**src/rtl/mul32_seq_pkg.sv**
```systemverilog
// Shared constants and state encoding for the sequential multiplier.
// The divider can reuse the width constants from here.
`ifndef MUL32_SEQ_PKG_SV
`define MUL32_SEQ_PKG_SV
package mul32_seq_pkg;

  localparam int MUL_W     = 32;
  localparam int MUL_ITER  = 32;
  localparam int MUL_CNT_W = 5;

  typedef enum logic [1:0] {
    MUL_IDLE = 2'd0,
    MUL_CALC = 2'd1,
    MUL_FIX  = 2'd2,
    MUL_DONE = 2'd3
  } mul_state_e;

endpackage
`endif

```
**src/rtl/mul32_seq_abs32.sv**
```systemverilog
// Optional two's-complement magnitude: 0x8000_0000 maps to itself,
// which is the correct unsigned magnitude.
module abs32
  import mul32_seq_pkg::*;
#(
  parameter int W = MUL_W
) (
  input  logic [W-1:0] val_i,
  input  logic         en_i,
  output logic [W-1:0] mag_o,
  output logic         neg_o
);

  assign neg_o = en_i & val_i[W-1];
  assign mag_o = neg_o ? (~val_i + W'(1)) : val_i;

endmodule

```
**src/rtl/mul32_seq.sv**
```systemverilog
// Radix-2 shift-add multiplier, one bit per clock, fixed latency.
// Product packed {hi, lo} for the HI/LO registers.
module mul32_seq
  import mul32_seq_pkg::*;
#(
  parameter int WIDTH = MUL_W
) (
  input  logic               clk,
  input  logic               rst,
  input  logic               in_valid,
  output logic               in_ready,
  input  logic [WIDTH-1:0]   a,
  input  logic [WIDTH-1:0]   b,
  input  logic               sgn,
  output logic               out_valid,
  input  logic               out_ready,
  output logic [2*WIDTH-1:0] prod
);

  mul_state_e             state_q;
  logic [WIDTH-1:0]       mcand_q;
  logic [WIDTH-1:0]       mplier_q;
  logic [WIDTH:0]         acc_q;
  logic [MUL_CNT_W-1:0]   cnt_q;
  logic                   neg_q;
  logic [2*WIDTH-1:0]     prod_q;
  logic                   in_ready_q;
  logic                   out_valid_q;

  logic [WIDTH-1:0]       a_mag;
  logic [WIDTH-1:0]       b_mag;
  logic                   a_neg;
  logic                   b_neg;

  logic [WIDTH:0]         sum;
  logic [WIDTH:0]         acc_d;
  logic [WIDTH-1:0]       mplier_d;
  logic [MUL_CNT_W-1:0]   cnt_d;
  logic [2*WIDTH-1:0]     p_mag;

  abs32 #(.W(WIDTH)) u_abs_a (
    .val_i (a),
    .en_i  (sgn),
    .mag_o (a_mag),
    .neg_o (a_neg)
  );

  abs32 #(.W(WIDTH)) u_abs_b (
    .val_i (b),
    .en_i  (sgn),
    .mag_o (b_mag),
    .neg_o (b_neg)
  );

  // acc never exceeds WIDTH bits after a shift, so the add cannot
  // overflow the WIDTH+1 bit register.
  assign sum      = acc_q + (mplier_q[0] ? {1'b0, mcand_q} : '0);
  assign acc_d    = {1'b0, sum[WIDTH:1]};
  assign mplier_d = {sum[0], mplier_q[WIDTH-1:1]};
  assign cnt_d    = cnt_q + MUL_CNT_W'(1);
  assign p_mag    = {acc_q[WIDTH-1:0], mplier_q};

  always_ff @(posedge clk) begin
    if (rst) begin
      state_q     <= MUL_IDLE;
      mcand_q     <= '0;
      mplier_q    <= '0;
      acc_q       <= '0;
      cnt_q       <= '0;
      neg_q       <= 1'b0;
      prod_q      <= '0;
      in_ready_q  <= 1'b1;
      out_valid_q <= 1'b0;
    end else begin
      unique case (state_q)
        MUL_IDLE: begin
          if (in_valid) begin
            mcand_q    <= a_mag;
            mplier_q   <= b_mag;
            neg_q      <= a_neg ^ b_neg;
            acc_q      <= '0;
            cnt_q      <= '0;
            in_ready_q <= 1'b0;
            state_q    <= MUL_CALC;
          end
        end
        MUL_CALC: begin
          acc_q    <= acc_d;
          mplier_q <= mplier_d;
          cnt_q    <= cnt_d;
          if (cnt_q == MUL_CNT_W'(MUL_ITER - 1)) begin
            state_q <= MUL_FIX;
          end
        end
        MUL_FIX: begin
          prod_q      <= neg_q ? (~p_mag + 64'd1) : p_mag;
          out_valid_q <= 1'b1;
          state_q     <= MUL_DONE;
        end
        MUL_DONE: begin
          if (out_ready) begin
            out_valid_q <= 1'b0;
            in_ready_q  <= 1'b1;
            state_q     <= MUL_IDLE;
          end
        end
      endcase
    end
  end

  assign in_ready  = in_ready_q;
  assign out_valid = out_valid_q;
  assign prod      = prod_q;

endmodule

```
**config.mk**
```make
export PLATFORM = sky130hd
export DESIGN_NAME = mul32_seq
export DESIGN_NICKNAME = d
export VERILOG_FILES = /design/src/rtl/mul32_seq_pkg.sv /design/src/rtl/mul32_seq_abs32.sv /design/src/rtl/mul32_seq.sv
export SDC_FILE = /design/constraint.sdc
export NUM_CORES = 1
export LEC_CHECK = 0
export CAP_MARGIN = 30
export CORE_ASPECT_RATIO = 1.5
export CORE_UTILIZATION = 57
export DETAILED_ROUTE_END_ITERATION = 8
export HOLD_SLACK_MARGIN = 0.03
export PLACE_DENSITY_LB_ADDON = 0.05
export SYNTH_ARGS = -nofsm -noshare
export SYNTH_HDL_FRONTEND = slang
export SYNTH_HIERARCHICAL = 1
export SYNTH_SLANG_ARGS = --single-unit
```
**constraint.sdc**
```tcl
create_clock -name clk -period 4.9 [get_ports clk]
set_clock_uncertainty 0.2 [all_clocks]
set_input_delay 1.225 -clock clk [delete_from_list [all_inputs] [get_ports clk]]
set_output_delay 1.225 -clock clk [all_outputs]
set_load 0.05 [all_outputs]
```
Yosys cells after proc, flatten, opt, wreduce, memory -nomap -nowiden:

Cells that the tools add are included.

* bits in registers: 171
* logic and storage cells: 55

* bitwise logic cells: 6
* mux-type cells: 19
* $add $sub $neg: 5
* equality and inequality tests: 7
* reductions and logical operators: 9

Operators with widths (count)
* 32-bit 2-to-1 mux: 4
* 33-bit case mux with 2 select lines: 1
* 32-bit by 1-bit adder with 32-bit output (second input constant): 2
* 64-bit by 1-bit adder with 64-bit output (second input constant): 1
* 64-bit 2-to-1 mux: 1
* 32-bit NOT: 2
* 64-bit NOT: 1
* 32-bit case mux with 2 select lines: 1
* 33-bit by 32-bit adder with 33-bit output: 1
* 33-bit 2-to-1 mux: 1
* 5-bit case mux with 2 select lines: 1
* 2-bit case mux with 4 select lines: 1
* 2-bit 2-to-1 mux: 3
* 2-bit != test (second input constant): 3
* 2-bit AND reduction: 3
* 3-bit AND reduction: 2
* 2-bit nonzero test: 3
* 5-bit by 1-bit adder with 5-bit output (second input constant): 1
* 5-bit == test (second input constant): 1
* 5-bit 2-to-1 mux: 1
* 2-bit == test (second input constant): 2
* 1-bit case mux with 2 select lines: 2
* 1-bit 2-to-1 mux: 3
* 1-bit bitwise AND: 2
* other kinds (3): 3

Logic depth before layout (Yosys ltp):

* depth in word-level cells: 5
* mapped depth: 13

Modules after synthesis:

Netlist, hierarchy kept.

Modules (own cells, without submodules)
* mul32_seq: area each 9414.0 um^2, instances 1, cells an instance 1179
* abs32: area each 706.9 um^2, instances 2, cells an instance 106

Worst setup path before layout:

OpenSTA, ideal clock, no wires.

* kind: register to register
* start: register mplier_q[0]
* end: register acc_q[25]
* required time: 4583 ps
* cell stages (with the launch flop): 14
* setup time: 117 ps
* setup slack: 1355 ps
* arrival time: 3228 ps
* buffers on the path: 2
* clock period less this slack: 3545 ps
* cells stage by stage: dfxtp_1 clkbuf_1 clkbuf_1 and2_1 ha_1 inv_1 fa_1 nor2b_1 o2111ai_1 a21oi_1 o311ai_0 a2111oi_0 o21ai_0 a32o_1

* cells in the longest elaborated chain, start to end: 3

Ends and longest elaborated chain
* start, declared: RTL line mul32_seq.sv:22 `logic [WIDTH-1:0] mplier_q;`
* start signal, assigned: RTL line mul32_seq.sv:79 `mplier_q <= b_mag;`
* start signal, assigned: RTL line mul32_seq.sv:89 `mplier_q <= mplier_d;`
* 32-bit 2-to-1 mux: RTL line mul32_seq.sv:57 `assign sum = acc_q + (mplier_q[0] ? {1'b0, mcand_q} : '0);`
* 33-bit by 32-bit adder with 33-bit output: RTL line mul32_seq.sv:57
* 33-bit case mux with 2 select lines: RTL line mul32_seq.sv:75 `unique case (state_q)`
* end signal, assigned: RTL line mul32_seq.sv:68 `acc_q <= '0;`
* end signal, assigned: RTL line mul32_seq.sv:81 `acc_q <= '0;`
* end signal, assigned: RTL line mul32_seq.sv:88 `acc_q <= acc_d;`
* end, declared: RTL line mul32_seq.sv:23 `logic [WIDTH:0] acc_q;`

No other way between the ends.
A chain may end at the register's enable or synchronous reset.

Worst setup path in the final report:

Ends and elaborated chain as after synthesis.

==> reports/qor.csv <==
metric;value;unit
vias;10500;
netlist-cell-type-count;71;
finalHoldViolations;0;
syn_to_final_growth;19.1;%
yosysTopAreaCell;dfxtp_1;
stdcell_count;1736;
syn_inst;1391;
synth_top_cells_by_count;170 x dfxtp_1, 160 x nand2_1, 151 x nor2_1;
cts-resized-gates;0;
antenna_left;0;
cpMaxStageDelayCell;o311ai_0;
syn_area;10800;um2
crit_top_cell;buf_4;
yosysMostFrequentCell;dfxtp_1;
dp.cells;1707;
synth_seq_area_share;0.314;
setup_viol_count_final;0;
cp_cell_sequence;buf_4 > and2_1 > ha_1 > a21oi_1 > o21ai_0 > and3_1 > o311ai_0 > a2111oi_0 > buf_4 > or3_1 > a32o_1;
outcome;completed;
post_cts_buffers;0;
relSlewSlack;0.411;
power_leakage;5.00;nW
multiInputGateArea;6960;um2
clk_latency;0.44;ns
drt_first_pass_iters;5;
reg2reg_to;acc_q[25];
critPathKind;flip-flop to flip-flop;
grt_pass1_vias;10000;
viasPerCell;6.04;
cts_buffer_depth;2;
routedWlPerCell;17.3;um
grt_max_degree;88;
io_pins;135;
holdWs;0.248;ns
hp-start;mcand_q[22];
initial_utilization;0.584;
timing.rr.start;mplier_q[0];
p_per_area;509;nW/um2
critPathCaptureType;flip-flop;
drive_gt1_frac;0.0485;
rsz0062_at_grt;false;
drv_slew;0;
rr_worst_depth;11;
synth_area_per_cell;7.78;um2
critPathMaxFanout;26;
fin_ws;0.833;ns
ff_latch_area;3400;um2
pre_cts_ws;0.762;ns
port_buffers;134;
hold_buffers;0;
diodes;0;
ys_warn_count;6;
crit_path_end;acc_q[25];
nets;1585;
max_freq;246;MHz
drc;0;
crit_buf_inv;2;
ir_drop;0.322;mV
cp.depth;11;
cap_violations;0;
die-area;19600;um2
cp_top_family;compound AO/OA/AOI/OAI gates;
grt-ovfl-total;0;
numCtsBuffers;17;
crit_start;mplier_q[0];
gp_congestion;0.939;
dr.first_iter.drc_count;703;
worstPathArrival;4.20;ns
routed_wl;30.0;mm
cts_sinks;170;
synth-edff-count;0;
critical_path_required;5.03;ns
track_usage;0.318;
grt_pass1_wl;49.1;mm
num_rows;61;
start_kind;flip-flop;
clkSlewWorstSetupHoldPaths;0.06;ns
synth_seq_cells;170;
yosysTopAreaCellShare;0.314;
hold_path.class;flip-flop to flip-flop;
root_buffer;clkbuf_16;
min_path_cells;2;
max_stage_delay;0.78;ns
rrSetupSlack;0.83;ns
fin_setup_tns;0;ns
dieHeight;171;um
n_fill_cell;1640;
async_reset_ff_frac;0;
post-dp-hpwl;22.4;mm
synth_area_leaders;dfxtp_1 31%, xor2_1 8.0%, nand2_1 5.5%;
period_share;0.830;
core_region_area;18500;um2
synthesis.nets;1502;
antenna_found_initial;0;
min_period;4.07;ns
htree_levels;4;
cts_tree;yes;
ys.flop_type;dfxtp_1;
worst_pin_slew;0.873;ns
power.total;6.56;mW
die_x;115;um
-- flip-flops by register name, summed over array words and instances, names as in the netlist --
signal / count
prod: 64
mplier_q: 32
in_ready: 1
state_q: 2
out_valid: 1
neg_q: 1
mcand_q: 32
cnt_q: 5
acc_q: 32
-- cells by family after synthesis --
family / Yosys count / synth area share
buf+inv: 125 / 0.0444
compound gates: 378 / 0.225
simple gates: 513 / 0.232
xor+xnor: 136 / 0.110
flops: 170 / 0.314
mux: 27 / 0.0250
fa+ha+maj: 42 / 0.0492
-- layout by cell type, fill, tap and decap left out, types with 10 or more instances in the layout --
cell type        netlist  final
a211oi_1              67     67
a21o_1                12     12
a21oi_1              101    101
a22oi_1               13     13
a31oi_1               19     19
and2_1                32     32
buf_4                  2     18
clkbuf_16              0     17
clkdlybuf4s50_1        0    133
dfxtp_1              170    169
ha_1                  41     40
inv_1                 35     35
mux2i_1               27     27
nand2_1              160    160
nand3_1               15     15
nand4_1               19     19
nor2_1               151    151
nor3_1                43     43
o21ai_0               67     67
o22ai_1               15     15
o31ai_1               24     24
o41ai_1               10     10
or3_1                 14     14
or4_1                 17     17
xnor2_1               37     37
xor2_1                99     99
-- tightest hold or removal path: cells and delay by family (launching register included) --
kind | cells | cell delay [ns]
compound gates | 1 | 0.05
flops | 1 | 0.30
simple gates | 1 | 0.05
-- how the worst min path moves through the flow --
stage | to | slack (ns)
floorplan | mcand_q[0] | 0.23
global placement | mcand_q[22] | 0.24
detailed placement | mcand_q[22] | 0.24
CTS | mcand_q[22] | 0.25
global route | mcand_q[25] | 0.27
finish | mcand_q[22] | 0.25
-- layer usage --
layer,GRT usage,wire (um),up-vias
li1,-,-,5157
met1,0.341,11700,4930
met2,0.595,15800,307
met3,0.0464,1190,84
met4,0.162,1260,0
met5,0,0,-
-- layout make-up --
| class | instances | share of cell area |
|---|---|---|
| sequential | 170 | 0.264 |
| clock buffer | 21 | 0.0365 |
| tap | 252 | 0.0244 |
| multi-input combinational | 1096 | 0.539 |
| inverter | 37 | 0.0108 |
| timing repair buffer | 152 | 0.116 |
| clock inverter | 8 | 0.00931 |
-- report_power, final --
part           switching (mW)  total, mW  internal (mW)  leakage (nW)
combinational            1.99       3.10           1.11          3.33
sequential              0.350       2.08           1.73          1.39
clock                   0.553       1.38          0.830         0.287
total                    2.89       6.56           3.67          5.00
-- metrics by stage --
step | area, um2 | util
after floorplan | 10800 | -
after global placement | 12300 | 0.662
after detailed placement | 12300 | 0.664
after CTS | 12900 | 0.696
after global routing | 12900 | 0.696
final | 12900 | 0.696
Note: power is estimated with default switching activity, not from simulation.
